## src/rtl/cpld_pkg.sv

```systemverilog
// Shared CPLD definitions: refresh state encoding and the default DRAM strobe
// timing used by both the refresh executor and the RAM strobe generator.
package cpld_pkg;

    typedef enum logic [1:0] {
        IDLE = 2'd0,
        CAS  = 2'd1,
        RAS  = 2'd2,
        PRE  = 2'd3
    } refState_t;

    // Default DRAM timing in CLK cycles: tCSR, tRAS, tRP, and the phase counter width.
    localparam int REF_CSR_CYC = 1;
    localparam int REF_RAS_CYC = 3;
    localparam int REF_PRE_CYC = 2;
    localparam int REF_CNTW    = 3;

    localparam logic [7:0] MISS_CNT_MAX = 8'hFF;

endpackage

```

## src/rtl/dram_refresh_exec.sv

```systemverilog
// Refresh executor: owes one CAS-before-RAS refresh per RefReq window and runs it
// when RAM is idle, or stalls new CPU RAM cycles once the request turns urgent.
module dram_refresh_exec
    import cpld_pkg::*;
#(
    parameter int CSR_CYC = REF_CSR_CYC,
    parameter int RAS_CYC = REF_RAS_CYC,
    parameter int PRE_CYC = REF_PRE_CYC,
    parameter int CNTW    = REF_CNTW
)
(
    input  logic       CLK,
    input  logic       RST,
    input  logic       RefReq,
    input  logic       RefUrg,
    input  logic       BACT,
    input  logic       RAMCS,
    input  logic       RAMBusy,
    output logic       RAMHold,
    output logic       RefRAS,
    output logic       RefCAS,
    output logic       RefBusy,
    output logic       RefMiss,
    output logic [7:0] MissCnt
);

    localparam logic [CNTW-1:0] CSR_LOAD = CNTW'(CSR_CYC - 1);
    localparam logic [CNTW-1:0] RAS_LOAD = CNTW'(RAS_CYC - 1);
    localparam logic [CNTW-1:0] PRE_LOAD = CNTW'(PRE_CYC - 1);
    localparam logic [CNTW-1:0] CNT_ONE  = CNTW'(1);

    refState_t       state;
    logic [CNTW-1:0] phaseCnt;
    logic            done;
    logic            refReqr;

    logic pending;
    logic startRef;
    logic cntZero;
    logic enterPre;
    logic missCond;

    // The CPU wins a same-cycle tie unless the hold is already stalling it.
    assign pending  = RefReq && !done;
    assign startRef = (state == IDLE) && pending && !RAMBusy && (RAMHold || !(BACT && RAMCS));
    assign cntZero  = (phaseCnt == '0);
    assign enterPre = (state == RAS) && cntZero;
    assign missCond = refReqr && !RefReq && !done && (state == IDLE);

    // Strobes follow the state one cycle late, so each phase shows on the pins for its full length.
    always_ff @(posedge CLK or posedge RST) begin
        if (RST) begin
            state    <= IDLE;
            phaseCnt <= '0;
            RefCAS   <= 1'b0;
            RefRAS   <= 1'b0;
            RefBusy  <= 1'b0;
        end else begin
            RefCAS <= (state == CAS) || (state == RAS);
            RefRAS <= (state == RAS);
            case (state)
                IDLE: begin
                    if (startRef) begin
                        state    <= CAS;
                        phaseCnt <= CSR_LOAD;
                        RefBusy  <= 1'b1;
                    end
                end
                CAS: begin
                    if (cntZero) begin
                        state    <= RAS;
                        phaseCnt <= RAS_LOAD;
                    end else begin
                        phaseCnt <= phaseCnt - CNT_ONE;
                    end
                end
                RAS: begin
                    if (cntZero) begin
                        state    <= PRE;
                        phaseCnt <= PRE_LOAD;
                    end else begin
                        phaseCnt <= phaseCnt - CNT_ONE;
                    end
                end
                PRE: begin
                    if (cntZero) begin
                        state   <= IDLE;
                        RefBusy <= 1'b0;
                    end else begin
                        phaseCnt <= phaseCnt - CNT_ONE;
                    end
                end
                default: begin
                    state   <= IDLE;
                    RefBusy <= 1'b0;
                end
            endcase
        end
    end

    always_ff @(posedge CLK or posedge RST) begin
        if (RST) begin
            done    <= 1'b0;
            refReqr <= 1'b0;
        end else begin
            refReqr <= RefReq;
            if (!RefReq) begin
                done <= 1'b0;
            end else if (startRef) begin
                done <= 1'b1;
            end
        end
    end

    // Hold spans CAS and RAS; releasing at PRE lets the CPU overlap with precharge bookkeeping.
    always_ff @(posedge CLK or posedge RST) begin
        if (RST) begin
            RAMHold <= 1'b0;
        end else if (!RefReq || enterPre) begin
            RAMHold <= 1'b0;
        end else if (pending && RefUrg) begin
            RAMHold <= 1'b1;
        end
    end

    always_ff @(posedge CLK or posedge RST) begin
        if (RST) begin
            RefMiss <= 1'b0;
            MissCnt <= '0;
        end else begin
            RefMiss <= missCond;
            if (missCond && (MissCnt != MISS_CNT_MAX)) begin
                MissCnt <= MissCnt + 8'd1;
            end
        end
    end

endmodule

```

## config.mk

```make
export PLATFORM = sky130hd
export DESIGN_NAME = dram_refresh_exec
export DESIGN_NICKNAME = d
export VERILOG_FILES = /design/src/rtl/cpld_pkg.sv /design/src/rtl/dram_refresh_exec.sv
export SDC_FILE = /design/constraint.sdc
export NUM_CORES = 1
export LEC_CHECK = 0
export CAP_MARGIN = 0
export CORE_MARGIN = 2
export CORE_UTILIZATION = 44
export CTS_BUF_LIST = sky130_fd_sc_hd__clkbuf_16
export CTS_CLUSTER_SIZE = 40
export DETAILED_ROUTE_END_ITERATION = 7
export PLACE_DENSITY = 0.77
export SLEW_MARGIN = 5
export SYNTH_ARGS = -nofsm -noshare
export SYNTH_HDL_FRONTEND = slang
export SYNTH_SLANG_ARGS = --single-unit
export TNS_END_PERCENT = 1
```

## constraint.sdc

```tcl
create_clock -name CLK -period 1.7 [get_ports CLK]
set_input_delay 0.255 -clock CLK [delete_from_list [all_inputs] [get_ports CLK]]
set_output_delay 0.255 -clock CLK [all_outputs]
set_load 0.02 [all_outputs]
```

==> results.md, run 1 <==
* Gr ovfl total at 0
* Crit path DAT at 1.76 ns
* CTS H-tree depth at 1
* CTS sink cnt at 20
* Final Hold Vio Count at 0
* Power density over the cells at 1820 mW/mm^2
* Static Leak at 0.000636 uW
* CTS clk-pin slew, worst paths at 0.06 ns
* Startpoint Class: primary input
* Initial drt markers at 9
* Final worst setup slack at 0.0819 ns
* Share of layout cells above drive strength 1 at 15.8%
* #FFs+latches synth at 20
* Internal at 1640 uW
* First-pass GRT wire length at 3480 microns
* Final hold slack at 0.315 ns
* Hold WC Path Type: primary input to async pin
* Clock Latency Late Sink at 0.26 ns
* Routed wire length at 2050 microns
* Max IR drop VDD at 0.982 mV
* Final core occ at 63.6%
* DRC at 0
* CTS max path bufs at 2
* Top achievable clock speed at 618 MHz
* Top_reg_cell synth: dfrtp_1
* Sequential power share at 30.0%
* Postcts setup bufs at 0
* RSZ-0062 raised after global routing: true
* Syn-to-layout area delta at 40.2%
* Placement Setup Slack at -0.180 ns
* Final setup viols at 0
* GR Util All Layers at 18.2%
* Die area at 0.00263 sq mm
* Final Max Slew Viols at 0
* Max-Cap Viols at 0
* Cts hold-fix bufs at 0
* Post-DP HPWL at 1440 microns
* RD Place Congestion at 0.842
* Skew final at 0.00212 ns
* Post-synthesis sequential area ratio at 50.9%
* Avg Inst Size Synth at 10.9 sq um
* Post-CTS Resized at 0
* Core Region at 0.00217 sq mm
* CTS Root Cell: clkbuf_16
* Cells after Synth at 90
* Sw frac at 34.8%
* Most frequent cells in the layout: dfrtp_1, clkdlybuf4s50_1, inv_1, buf_4, nor2_1
* Comb power frac at 44.2%
* Worst EP required at 1.84 ns
* Min cycle time layout at 1.62 ns
* Vias post-DR at 775
* Vias/cell at 5.24
* Syn nets at 104
* Final nets at 135
* # rows at 17
* Average routed wire per standard cell at 13.9 microns
* Commonest non-fill, non-tap cell in the layout: dfrtp_1
* Async SR Flop Fraction at 100%
* Critical path fanouts, max at 5
* YS warnings at 0
* Post-Syn Area at 983 sq um
* NetSw at 875 uW
* Width of the die at 51.3 microns
* Number of synthesized flops with an enable pin at 0
* Initial Util at 45.3%
* Netlist cell types at 34
* CTS tree: built
* Die height at 51.3 microns
* Initial antenna violation count at 0
* Crit. End Element: register
* Port Buffers at 19
* Number of global-route vias before repair at 790
* Period utilization at 95.2%
* Design area at 0.00138 sq mm
* Ant. Diodes at 0
* Status: complete, no violations
* Routed Antenna Nets at 0
* CTS Buf Count at 3
* Largest net degree at the start of global routing at 21
* DR pass1 iterations at 4
* Clock share of power at 25.8%
* Slew HR at 83.2%
* Ports at 20
* Worst-margin pin slew at 0.252 ns
* Crit path kind: primary input to register
* DP Area at 0.00126 sq mm
[worst max-delay path: stages]
cell and delay [ns]:
clkdlybuf4s50_1 0.48, inv_1 0.07, o41a_4 0.49, nor2_2 0.14
mux2_1 0.32
[sequential cells by signal (all words and copies together), names as in the netlist]
signal and cells:
done 1, RefMiss 1, RefRAS 1, RAMHold 1
RefCAS 1, state 2, phaseCnt 3, refReqr 1
MissCnt 8, RefBusy 1
[synth_stat cells, types with 2 or more instances]
master	count	share of area (%)
o21ai_0	3	1.5
nand2_1	4	1.5
xor2_1	2	1.8
nor2_1	8	3.1
nand4_1	2	1.3
inv_1	9	3.4
ha_1	7	8.9
xnor2_1	4	3.6
a21oi_1	3	1.5
nand3_1	3	1.5
nor3_1	3	1.5
dfrtp_1	20	51
[through the flow]
step	std cells	TNS, ns	total power [uW]
floorplan	90	0	1400
global placement	144	-0.305	1780
detailed placement	144	-0.411	1820
CTS	148	0	2500
global route	148	-0.00215	2670
finish	148	0	2510
[area by class of cell]
type,instances,area (sq um)
Multi-Input combinational cell,59,447
Clock inverter,1,30.0
Inverter,9,33.8
Clock buffer,3,75.1
Tap cell,28,35.0
Sequential cell,20,500
Timing Repair Buffer,28,258
Fill cell,177,791
[path summary, 6_finish.rpt]
kind | startpoint | to | slack [ns] | cells past startpoint
setup / recovery | RefReq | state[1]$_DFFE_PP0P_ | 0.08 | 5
hold / removal | RST | MissCnt[5]$_DFFE_PP0P_ | 0.31 | 3
setup reg to reg | state[0]$_DFFE_PP0P_ | MissCnt[7]$_DFFE_PP0P_ | 0.11 | 6
hold reg to reg | MissCnt[7]$_DFFE_PP0P_ | MissCnt[7]$_DFFE_PP0P_ | 0.50 | 1
max in group asynchronous | RST | phaseCnt[0]$_DFFE_PP0P_ | 1.18 | 3
min in group CLK | MissCnt[7]$_DFFE_PP0P_ | MissCnt[7]$_DFFE_PP0P_ | 0.50 | 1
[per-layer routing]
layer  GRT usage [%]  part of all wire, %  up-vias
li1                -                    -      375
met1            22.9                   45      377
met2            28.4                   49       18
met3            5.56                  4.9        5
met4            8.77                  1.8        0
met5               0                    0        -
[power by group through the flow]
stage	Sequential [uW]	Combinational, uW	Clock [uW]
global placement	742	1040	0
global route	769	1230	676
detailed placement	747	1070	0
floorplan	823	581	0
CTS	747	1100	658
finish	753	1110	648
[cells by family (layout without fill, tap and decap cells)]
| family | after synthesis | count (layout) | synth area share [%] |
|---|---|---|---|
| mux | 2 | 2 | 2.29 |
| buf+inv | 11 | 41 | 4.58 |
| simple gates | 28 | 28 | 15.3 |
| fa+ha+maj | 7 | 7 | 8.91 |
| xor+xnor | 6 | 6 | 5.34 |
| compound gates | 16 | 16 | 12.7 |
| flops | 20 | 20 | 50.9 |
No activity file was read; power rests on OpenSTA's default activity.
==> run 2, diff against run 1 <==
--- a/config.mk
+++ b/config.mk
@@ -5,7 +5,7 @@
 export SDC_FILE = /design/constraint.sdc
 export NUM_CORES = 1
 export LEC_CHECK = 0
-export CAP_MARGIN = 0
+export ABC_AREA = 0
 export CORE_MARGIN = 2
 export CORE_UTILIZATION = 44
 export CTS_BUF_LIST = sky130_fd_sc_hd__clkbuf_16
==> results of run 2 <==
No change in the layout: final DEF, timing and power equal those of run 1.
